===== config.mk =====
export PLATFORM = sky130hd
export DESIGN_NAME = hazard_fwd_unit_flat
export DESIGN_NICKNAME = d
export VERILOG_FILES = /design/src/rtl/hazard_fwd_if.sv /design/src/rtl/hazard_fwd_unit.sv /design/src/flat_wrapper.sv
export SDC_FILE = /design/constraint.sdc
export NUM_CORES = 1
export LEC_CHECK = 0
export ABC_AREA = 1
export BUFFER_PORTS_ARGS = -buffer_cell sky130_fd_sc_hd__buf_2
export CORE_ASPECT_RATIO = 0.9
export CORE_UTILIZATION = 49
export CTS_CLUSTER_DIAMETER = 150
export CTS_CLUSTER_SIZE = 8
export DETAILED_ROUTE_END_ITERATION = 10
export PLACE_DENSITY_LB_ADDON = 0.08
export SKIP_LAST_GASP = 1
export SYNTH_ARGS = -nofsm -noshare
export SYNTH_HDL_FRONTEND = slang
export SYNTH_SLANG_ARGS = --single-unit

===== constraint.sdc =====
create_clock -name clk -period 1.8 [get_ports clk]
set_input_delay 0.18 -clock clk [delete_from_list [all_inputs] [get_ports clk]]
set_output_delay 0.18 -clock clk [all_outputs]
set_load 0.03 [all_outputs]

===== src/rtl/hazard_fwd_if.sv =====
// Bundle between the pipeline datapath and the hazard/forwarding controller.
// The master side is the pipeline; the slave side is the controller.
interface hazard_fwd_if #(
  parameter int unsigned RW = 5
);
  logic          enable;
  logic          dmem_wait;
  logic          imem_wait;
  logic [RW-1:0] id_rs;
  logic [RW-1:0] id_rt;
  logic          id_use_rs;
  logic          id_use_rt;
  logic          id_branch;
  logic          id_mc;
  logic [RW-1:0] id_mc_wreg;
  logic          ex_regwrite;
  logic [RW-1:0] ex_wreg;
  logic          ex_is_load;
  logic          mem_regwrite;
  logic [RW-1:0] mem_wreg;
  logic          wb_regwrite;
  logic [RW-1:0] wb_wreg;
  logic          pc_write;
  logic          ifid_write;
  logic          bubble;
  logic          pipe_en;
  logic          imem_en;
  logic [1:0]    fwd_a;
  logic [1:0]    fwd_b;
  logic          mc_busy;
  logic          mc_done;

  modport master (
    output enable, dmem_wait, imem_wait, id_rs, id_rt, id_use_rs, id_use_rt,
           id_branch, id_mc, id_mc_wreg, ex_regwrite, ex_wreg, ex_is_load,
           mem_regwrite, mem_wreg, wb_regwrite, wb_wreg,
    input  pc_write, ifid_write, bubble, pipe_en, imem_en, fwd_a, fwd_b,
           mc_busy, mc_done
  );

  modport slave (
    input  enable, dmem_wait, imem_wait, id_rs, id_rt, id_use_rs, id_use_rt,
           id_branch, id_mc, id_mc_wreg, ex_regwrite, ex_wreg, ex_is_load,
           mem_regwrite, mem_wreg, wb_regwrite, wb_wreg,
    output pc_write, ifid_write, bubble, pipe_en, imem_en, fwd_a, fwd_b,
           mc_busy, mc_done
  );
endinterface


===== src/rtl/hazard_fwd_unit.sv =====
// Hazard detection and operand forwarding for the 5-stage mMIPS pipeline:
// load-use stalls, multi-cycle-op scoreboard and a branch-bubble FSM.
module hazard_fwd_unit #(
  parameter int unsigned RW       = 5,
  parameter bit          FWD_EN   = 1'b1,
  parameter int unsigned BR_SLOTS = 1,
  parameter int unsigned MC_LAT   = 4
) (
  input  logic         clk,
  input  logic         rst,
  hazard_fwd_if.slave  bus
);

  localparam int unsigned BR_W = 2;
  localparam int unsigned MC_W = 4;
  localparam logic [1:0] FWD_RF  = 2'b00;
  localparam logic [1:0] FWD_EXM = 2'b01;
  localparam logic [1:0] FWD_MWB = 2'b10;

  typedef enum logic {ST_RUN, ST_BR} state_t;

  state_t          state_q, state_d;
  logic [BR_W-1:0] br_cnt_q, br_cnt_d;
  logic            mc_busy_q, mc_busy_d;
  logic [MC_W-1:0] mc_cnt_q, mc_cnt_d;
  logic [RW-1:0]   mc_wreg_q, mc_wreg_d;
  logic            mc_done_q, mc_done_d;

  logic adv, wait_any;
  logic ex_a, ex_b, mem_a, mem_b, wb_a, wb_b, mc_a, mc_b;
  logic data_stall, struct_stall, stall;
  logic [1:0] fwd_a_c, fwd_b_c;

  function automatic logic hit(input logic use_r, input logic [RW-1:0] r,
                               input logic [RW-1:0] w, input logic we);
    return use_r && (r != '0) && (r == w) && we;
  endfunction

  // Source-operand matches, stall decision and forwarding selects
  always_comb begin
    adv      = bus.enable & ~bus.dmem_wait & ~bus.imem_wait;
    wait_any = bus.dmem_wait | bus.imem_wait;
    ex_a  = hit(bus.id_use_rs, bus.id_rs, bus.ex_wreg,  bus.ex_regwrite);
    ex_b  = hit(bus.id_use_rt, bus.id_rt, bus.ex_wreg,  bus.ex_regwrite);
    mem_a = hit(bus.id_use_rs, bus.id_rs, bus.mem_wreg, bus.mem_regwrite);
    mem_b = hit(bus.id_use_rt, bus.id_rt, bus.mem_wreg, bus.mem_regwrite);
    wb_a  = hit(bus.id_use_rs, bus.id_rs, bus.wb_wreg,  bus.wb_regwrite);
    wb_b  = hit(bus.id_use_rt, bus.id_rt, bus.wb_wreg,  bus.wb_regwrite);
    mc_a  = hit(bus.id_use_rs, bus.id_rs, mc_wreg_q, mc_busy_q);
    mc_b  = hit(bus.id_use_rt, bus.id_rt, mc_wreg_q, mc_busy_q);
    if (FWD_EN) data_stall = (bus.ex_is_load & (ex_a | ex_b)) | mc_a | mc_b;
    else        data_stall = ex_a | ex_b | mem_a | mem_b | wb_a | wb_b | mc_a | mc_b;
    struct_stall = bus.id_mc & mc_busy_q & ~mc_done_q;
    stall        = data_stall | struct_stall;
    fwd_a_c = FWD_RF;
    fwd_b_c = FWD_RF;
    if (FWD_EN) begin
      if (ex_a)       fwd_a_c = FWD_EXM;
      else if (mem_a) fwd_a_c = FWD_MWB;
      if (ex_b)       fwd_b_c = FWD_EXM;
      else if (mem_b) fwd_b_c = FWD_MWB;
    end
  end

  // State register
  always_ff @(posedge clk) begin
    if (rst) begin
      state_q   <= ST_RUN;
      br_cnt_q  <= '0;
      mc_busy_q <= 1'b0;
      mc_cnt_q  <= '0;
      mc_wreg_q <= '0;
      mc_done_q <= 1'b0;
    end else begin
      state_q   <= state_d;
      br_cnt_q  <= br_cnt_d;
      mc_busy_q <= mc_busy_d;
      mc_cnt_q  <= mc_cnt_d;
      mc_wreg_q <= mc_wreg_d;
      mc_done_q <= mc_done_d;
    end
  end

  // Next state: everything holds unless the pipeline advances
  always_comb begin
    state_d   = state_q;
    br_cnt_d  = br_cnt_q;
    mc_busy_d = mc_busy_q;
    mc_cnt_d  = mc_cnt_q;
    mc_wreg_d = mc_wreg_q;
    mc_done_d = mc_done_q;
    if (adv) begin
      case (state_q)
        ST_RUN: if (!stall && bus.id_branch) begin
          state_d  = ST_BR;
          br_cnt_d = BR_W'(BR_SLOTS);
        end
        ST_BR: if (br_cnt_q == BR_W'(1)) begin
          state_d  = ST_RUN;
          br_cnt_d = '0;
        end else begin
          br_cnt_d = br_cnt_q - BR_W'(1);
        end
      endcase
      mc_done_d = 1'b0;
      if (state_q == ST_RUN && !stall && bus.id_mc) begin
        mc_busy_d = 1'b1;
        mc_cnt_d  = MC_W'(MC_LAT);
        mc_wreg_d = bus.id_mc_wreg;
      end else if (mc_busy_q) begin
        if (mc_cnt_q == MC_W'(1)) begin
          mc_busy_d = 1'b0;
          mc_cnt_d  = '0;
          mc_done_d = 1'b1;
        end else begin
          mc_cnt_d = mc_cnt_q - MC_W'(1);
        end
      end
    end
  end

  // Pipeline controls by priority: reset/disable, wait, stall, BR, branch, normal
  always_comb begin
    bus.pc_write   = 1'b0;
    bus.ifid_write = 1'b0;
    bus.bubble     = 1'b0;
    bus.pipe_en    = 1'b0;
    bus.imem_en    = 1'b0;
    bus.fwd_a      = FWD_RF;
    bus.fwd_b      = FWD_RF;
    if (!rst && bus.enable) begin
      bus.fwd_a = fwd_a_c;
      bus.fwd_b = fwd_b_c;
      if (wait_any) begin
        bus.bubble  = stall;
        bus.imem_en = ~bus.dmem_wait;
      end else if (stall) begin
        bus.bubble  = 1'b1;
        bus.pipe_en = 1'b1;
      end else if (state_q == ST_BR) begin
        bus.bubble   = 1'b1;
        bus.pc_write = 1'b1;
        bus.imem_en  = 1'b1;
        bus.pipe_en  = 1'b1;
      end else if (bus.id_branch) begin
        bus.ifid_write = 1'b1;
        bus.pipe_en    = 1'b1;
      end else begin
        bus.pc_write   = 1'b1;
        bus.ifid_write = 1'b1;
        bus.imem_en    = 1'b1;
        bus.pipe_en    = 1'b1;
      end
    end
  end

  assign bus.mc_busy = mc_busy_q;
  assign bus.mc_done = mc_done_q;

endmodule


===== src/flat_wrapper.sv =====
// flat-port wrapper written by rule: the top's interface ports become plain ports
module hazard_fwd_unit_flat 
#(
  parameter int unsigned RW       = 5,
  parameter bit          FWD_EN   = 1'b1,
  parameter int unsigned BR_SLOTS = 1,
  parameter int unsigned MC_LAT   = 4
)
  (clk, rst, bus_enable, bus_dmem_wait, bus_imem_wait, bus_id_rs, bus_id_rt, bus_id_use_rs, bus_id_use_rt, bus_id_branch, bus_id_mc, bus_id_mc_wreg, bus_ex_regwrite, bus_ex_wreg, bus_ex_is_load, bus_mem_regwrite, bus_mem_wreg, bus_wb_regwrite, bus_wb_wreg, bus_pc_write, bus_ifid_write, bus_bubble, bus_pipe_en, bus_imem_en, bus_fwd_a, bus_fwd_b, bus_mc_busy, bus_mc_done);
  hazard_fwd_if #(.RW(RW)) bus_i ();
  input  logic clk;
  input  logic rst;
  input wire logic [$bits(bus_i.enable)-1:0] bus_enable;
  input wire logic [$bits(bus_i.dmem_wait)-1:0] bus_dmem_wait;
  input wire logic [$bits(bus_i.imem_wait)-1:0] bus_imem_wait;
  input wire logic [$bits(bus_i.id_rs)-1:0] bus_id_rs;
  input wire logic [$bits(bus_i.id_rt)-1:0] bus_id_rt;
  input wire logic [$bits(bus_i.id_use_rs)-1:0] bus_id_use_rs;
  input wire logic [$bits(bus_i.id_use_rt)-1:0] bus_id_use_rt;
  input wire logic [$bits(bus_i.id_branch)-1:0] bus_id_branch;
  input wire logic [$bits(bus_i.id_mc)-1:0] bus_id_mc;
  input wire logic [$bits(bus_i.id_mc_wreg)-1:0] bus_id_mc_wreg;
  input wire logic [$bits(bus_i.ex_regwrite)-1:0] bus_ex_regwrite;
  input wire logic [$bits(bus_i.ex_wreg)-1:0] bus_ex_wreg;
  input wire logic [$bits(bus_i.ex_is_load)-1:0] bus_ex_is_load;
  input wire logic [$bits(bus_i.mem_regwrite)-1:0] bus_mem_regwrite;
  input wire logic [$bits(bus_i.mem_wreg)-1:0] bus_mem_wreg;
  input wire logic [$bits(bus_i.wb_regwrite)-1:0] bus_wb_regwrite;
  input wire logic [$bits(bus_i.wb_wreg)-1:0] bus_wb_wreg;
  output wire logic [$bits(bus_i.pc_write)-1:0] bus_pc_write;
  output wire logic [$bits(bus_i.ifid_write)-1:0] bus_ifid_write;
  output wire logic [$bits(bus_i.bubble)-1:0] bus_bubble;
  output wire logic [$bits(bus_i.pipe_en)-1:0] bus_pipe_en;
  output wire logic [$bits(bus_i.imem_en)-1:0] bus_imem_en;
  output wire logic [$bits(bus_i.fwd_a)-1:0] bus_fwd_a;
  output wire logic [$bits(bus_i.fwd_b)-1:0] bus_fwd_b;
  output wire logic [$bits(bus_i.mc_busy)-1:0] bus_mc_busy;
  output wire logic [$bits(bus_i.mc_done)-1:0] bus_mc_done;
  assign bus_i.enable = bus_enable;
  assign bus_i.dmem_wait = bus_dmem_wait;
  assign bus_i.imem_wait = bus_imem_wait;
  assign bus_i.id_rs = bus_id_rs;
  assign bus_i.id_rt = bus_id_rt;
  assign bus_i.id_use_rs = bus_id_use_rs;
  assign bus_i.id_use_rt = bus_id_use_rt;
  assign bus_i.id_branch = bus_id_branch;
  assign bus_i.id_mc = bus_id_mc;
  assign bus_i.id_mc_wreg = bus_id_mc_wreg;
  assign bus_i.ex_regwrite = bus_ex_regwrite;
  assign bus_i.ex_wreg = bus_ex_wreg;
  assign bus_i.ex_is_load = bus_ex_is_load;
  assign bus_i.mem_regwrite = bus_mem_regwrite;
  assign bus_i.mem_wreg = bus_mem_wreg;
  assign bus_i.wb_regwrite = bus_wb_regwrite;
  assign bus_i.wb_wreg = bus_wb_wreg;
  assign bus_pc_write = bus_i.pc_write;
  assign bus_ifid_write = bus_i.ifid_write;
  assign bus_bubble = bus_i.bubble;
  assign bus_pipe_en = bus_i.pipe_en;
  assign bus_imem_en = bus_i.imem_en;
  assign bus_fwd_a = bus_i.fwd_a;
  assign bus_fwd_b = bus_i.fwd_b;
  assign bus_mc_busy = bus_i.mc_busy;
  assign bus_mc_done = bus_i.mc_done;
  hazard_fwd_unit #(.RW(RW), .FWD_EN(FWD_EN), .BR_SLOTS(BR_SLOTS), .MC_LAT(MC_LAT)) u_core (.clk(clk), .rst(rst), .bus(bus_i));
endmodule

Yosys cells after proc, flatten, opt, wreduce, memory -nomap -nowiden. Index checks and enable logic that the tools add are counted. Widths: inputs -> output; s select.

Reductions and logical operators: 26. Equality and inequality tests: 9. Mux-type cells: 38. Bitwise gates (word level): 14. Add/sub/neg operators: 2.

Operators with widths (number): $eq 5x5->1 (6); $mux 1 (25); $logic_and 1x1->1 (18); $mux 2 (8); $mux 4 (3); $reduce_bool 5->1 (2); $reduce_and 2->1 (3); $and 1x1->1 (5); $or 1x1->1 (5); $eq 4x1->1 const B (1); $not 1->1 (4); $pmux 2 s2 (1); $sub 4x1->4 const B (1); $eq 2x1->1 const B (1); $logic_not 1->1 (2); $ne 2x1->1 const B (1); $pmux 1 s2 (1); $reduce_bool 2->1 (1); $sub 2x1->2 const B (1).

Word-level logic and storage cells: 95. Register bits: 14. Output and inout bits: 11.

Logic depth before layout (Yosys ltp).
Word-level depth: 14. Mapped depth: 14.

Worst setup path after synthesis. OpenSTA, ideal clock, no wires.

Path type: flip-flop to output port. Start: reg u_core.mc_done_q (netlist: u_core.bus.mc_done). End: out bus_ifid_write. Setup slack: -161 ps. Required time: 1620 ps. Arrival: 1781 ps. Buffers on the path: 0. Cell stages (with the launch flop): 7. Cell sequence: dfxtp_1 -> inv_1 -> nand2_1 -> nand3_1 -> nand2_2 -> nand2_1 -> nor4_1.

Longest elaborated chain between the ends: 6.

Ends and longest elaborated chain: from (decl) (line hazard_fwd_unit.sv:27) `logic mc_done_q, mc_done_d;`; from (signal assigned) (line hazard_fwd_unit.sv:80) `mc_done_q <= mc_done_d;`; $not 1->1 (line hazard_fwd_unit.sv:53) `struct_stall = bus.id_mc & mc_busy_q & ~mc_done_q;`; $and 1x1->1 (line hazard_fwd_unit.sv:53); $or 1x1->1 (line hazard_fwd_unit.sv:54) `stall = data_stall | struct_stall;`; $mux 1 (line hazard_fwd_unit.sv:137) `end else if (stall) begin`; $mux 1 (line hazard_fwd_unit.sv:134) `if (wait_any) begin`; $mux 1 (line hazard_fwd_unit.sv:131) `if (!rst && bus.enable) begin`; to (decl) (line flat_wrapper.sv:31) `output wire logic [$bits(bus_i.ifid_write)-1:0] bus_ifid_write;`.

Every way passes these cells.

Worst setup path after layout.
Start: reg u_core.mc_wreg_q[1]. End: out bus_imem_en.

Longest elaborated chain between the ends: 9. Elaborated cells between the ends (all ways): 12. Classes of those cells: eq/ne (2); mux (3); bitwise (3); reduce/logical (4).

Ends and longest elaborated chain: from (decl) (line hazard_fwd_unit.sv:26) `logic [RW-1:0] mc_wreg_q, mc_wreg_d;`; from (signal assigned) (line hazard_fwd_unit.sv:79) `mc_wreg_q <= mc_wreg_d;`; $eq 5x5->1 (line hazard_fwd_unit.sv:36) `return use_r && (r != '0) && (r == w) && we;`; $logic_and 1x1->1 (2 in a row) (line hazard_fwd_unit.sv:36); $or 1x1->1 (line hazard_fwd_unit.sv:51) `if (FWD_EN) data_stall = (bus.ex_is_load & (ex_a | ex_b)) | mc_a | mc_b;`; $or 1x1->1 (*) (line hazard_fwd_unit.sv:51); $or 1x1->1 (*) (line hazard_fwd_unit.sv:54); $mux 1 (*) (line hazard_fwd_unit.sv:137); $mux 1 (*) (line hazard_fwd_unit.sv:134); $mux 1 (*) (line hazard_fwd_unit.sv:131); to (decl) (line flat_wrapper.sv:34) `output wire logic [$bits(bus_i.imem_en)-1:0] bus_imem_en;`.

Every way passes the cells marked *; elsewhere a longest branch is shown, timed or not.

==> impl_metrics.py <==
metrics = {
    "grt": {
        "grt_max_degree": 13,
        "grt_pass1_vias": 1289,
        "use_met2": 0.408,
        "gr-usage-met3": 0.0469,
        "grt_pass1_wl_microns": 5330,
        "busiest_layer": "met2",
        "antenna_found_initial": 0,
        "grt_overflow": 0,
        "track_usage": 0.227,
        "gr-usage-met1": 0.284,
    },
    "finish": {
        "antenna_cells": 0,
        "layout_commonest_cell": "nand2_1",
        "nNetsFinal": 328,
        "fin_cells": 308,
        "drive_above_1_share": 0.318,
        "layout_common_cells": "nand2_1 (52), buf_2 (43), nor2_1 (35)",
        "area_growth_pct": 30.5,
    },
    "power": {
        "clkPwrFrac": 0.234,
        "seqPwrFrac": 0.426,
        "combPwrFrac": 0.340,
        "ir_drop_uv": 351,
        "p_int_mw": 0.506,
        "fin_total_pwr_mw": 0.769,
        "swShare": 0.342,
        "p_per_area_nw_per_um2": 429,
        "power.leakage_nw": 0.927,
        "power_switching_mw": 0.263,
    },
    "min_path": {
        "min_from": "bus_enable",
        "hold_class": "input port to flip-flop",
    },
    "setup_path": {
        "cp-end-kind": "primary output",
        "cp_max_fo": 4,
        "crit_slowest_cell": "dfxtp_4",
        "crit_chain": "xnor2_1, nand2_1, nor2_1, nand3_1, nand3_2, nand2_4, nand3_4, a211oi_2, buf_4",
        "start_kind": "flip-flop",
        "crit_type": "flip-flop to primary output",
        "worstPathArrival_ps": 1650,
        "cpPeakStageDelay_ps": 370,
        "crit_required_ps": 1620,
        "crit_path_start": "u_core.mc_wreg_q[1]",
        "reg2reg_from": "u_core.mc_wreg_q[1]",
    },
    "run_status": {
        "status": "finished with violations",
        "violations": "design-rule violations, negative setup slack",
    },
    "clock_network": {
        "cts_buffers": 3,
        "cts_root_buf": "clkbuf_4",
        "clk_path_buf_depth": 2,
        "cts.sinks": 14,
        "path_clk_slew_ps": 90,
        "clock_latency_ps": 280,
        "tritoncts": "yes",
        "htreeDepth": 1,
    },
    "sta": {
        "setup_viol": 1,
        "finClkSkew_ps": 8.17,
        "tightest_slew_ps": 347,
        "rsz0062_at_grt": "yes",
        "min_period_over_period": 1.01,
        "slew_headroom": 0.768,
        "fin_crit_ps": 1830,
        "setup_ws_ps": -26.1,
        "timing_hold_violations_final": 0,
        "max_freq_ghz": 0.548,
        "slew_violations": 0,
    },
    "detailed_routing": {
        "drc": 3,
        "via_per_inst": 5.09,
        "wirelength_microns": 3370,
        "antenna_left": 0,
        "drt-pass1-iter-count": 7,
        "drt_iter0_drc": 54,
        "wl_per_cell_microns": 10.9,
        "vias": 1567,
    },
    "run": {
        "maxCapViolations": 0,
    },
    "placement": {
        "hpwl_microns": 2730,
        "port_buffers": 47,
        "dp.cells": 303,
        "routabilityCongestion": 0.822,
    },
    "floorplan": {
        "coreArea_sq_um": 2550,
        "die_h_microns": 52.3,
        "die-area_sq_um": 3020,
        "fp.dieW_microns": 57.8,
        "start_util": 0.539,
        "num_rows": 17,
        "pin_count": 54,
    },
    "synthesis": {
        "avgSynthCellArea_sq_um": 6.08,
        "ys_ff_latch": 14,
        "ys_seq_area_frac": 0.204,
        "syn_nets": 272,
        "synth_area_sq_um": 1380,
        "yosysWarnings": 0,
        "ys_types": 34,
        "netlist_instances": 226,
    },
}
registers in the layout (all words and copies together) (netlist names):
signal / count
u_core.bus.mc_done: 1
u_core.mc_wreg_q: 5
u_core.state_q: 1
u_core.mc_cnt_q: 4
u_core.bus.mc_busy: 1
u_core.br_cnt_q: 2
synth_stat cells:
cell,number,area (sq um)
nor2_4,1,11.3
and3_1,1,6.26
and2_1,1,6.26
nand2_2,2,12.5
inv_1,31,116
o21bai_1,2,15.0
a211oi_1,1,7.51
clkbuf_1,1,3.75
xor2_1,10,87.6
nor2_2,2,12.5
o2111a_1,1,11.3
nor2_1,35,131
a22oi_1,2,15.0
nand2_4,1,11.3
nand4_4,1,21.3
buf_6,1,11.3
a21oi_1,10,50.1
ha_1,3,37.5
or2_2,2,12.5
nand4_1,2,12.5
nand2_1,53,199
nand3_1,16,80.1
nor3_1,2,10.0
nand3b_1,2,15.0
a31oi_2,1,12.5
dfxtp_1,14,280
nor3b_1,2,15.0
nor4_1,2,12.5
o21ai_0,6,30.0
nand3_2,2,20.0
or2_1,1,6.26
a221oi_1,1,8.76
inv_2,6,22.5
xnor2_1,8,70.1
power by group through the flow:
stage	clock network (mW)	registers [mW]	logic, mW
final	0.180	0.327	0.262
after global placement	0	0.335	0.242
after CTS	0.185	0.328	0.248
after global routing	0.198	0.329	0.292
after detailed placement	0	0.335	0.245
after floorplan	0	0.335	0.149
routing by layer:
layer | part of all wire | routed length [microns]
met1 | 0.46 | 1530
met2 | 0.48 | 1600
met3 | 0.059 | 200
met4 | 0.0086 | 29
met5 | 0 | 0
critical path, delay by kind of cell (launching register included):
family                 cells  cell delay (ps)
AND/OR/NAND/NOR            6              480
AO/OA/AOI/OAI              1              210
XOR/XNOR                   1              130
flip-flops                 1              370
buffers and inverters      1              190
what timing repair did:
action	CTS	global route
setup buffers	1	0
setup endpoints to repair	4	10
cloned	0	1
resized for setup	6	16
hold endpoints to repair	0	0
pin swaps	1	8
hold buffers	0	0
through the flow:
| step | hold slack [ps] | area, sq um | setup TNS (ps) | setup slack (ps) | util |
|---|---|---|---|---|---|
| 2_1_floorplan | 368 | 1390 | 0 | 36.3 | - |
| 3_3_place_gp | 453 | 1680 | 0 | 126 | 0.657 |
| 3_5_place_dp | 463 | 1680 | 0 | 92.2 | 0.657 |
| 4_1_cts | 181 | 1720 | -9.89 | -9.89 | 0.673 |
| 5_1_grt | 205 | 1790 | -444 | -144 | 0.703 |
| 6_report | 182 | 1790 | -26.1 | -26.1 | 0.703 |
cell families (layout without fill, tap and decap cells):
group           after synthesis  after routing  synth area share
fa+ha+maj                     3              3            0.0273
simple gates                128            129             0.433
compound gates               24             24             0.109
xor+xnor                     18             18             0.115
flops                        14             14             0.204
buf+inv                      39             92             0.112
area by class of cell:
cell class | count | area (sq um)
repair buffers | 52 | 287
flip-flops and latches | 14 | 292
fillers | 261 | 758
inverters | 37 | 139
clock buffers | 3 | 22.5
multi-input cells | 174 | 1020
well taps | 28 | 35.0
worst paths after layout:
kind / endpoint / slack, ps / cells past startpoint
min reg2reg: u_core.br_cnt_q[1] / 470 / 2
min: u_core.br_cnt_q[0] / 180 / 4
max reg2reg: u_core.mc_wreg_q[2] / 150 / 12
max: bus_imem_en / -30 / 9
No activity file was read; power rests on OpenSTA's default activity.
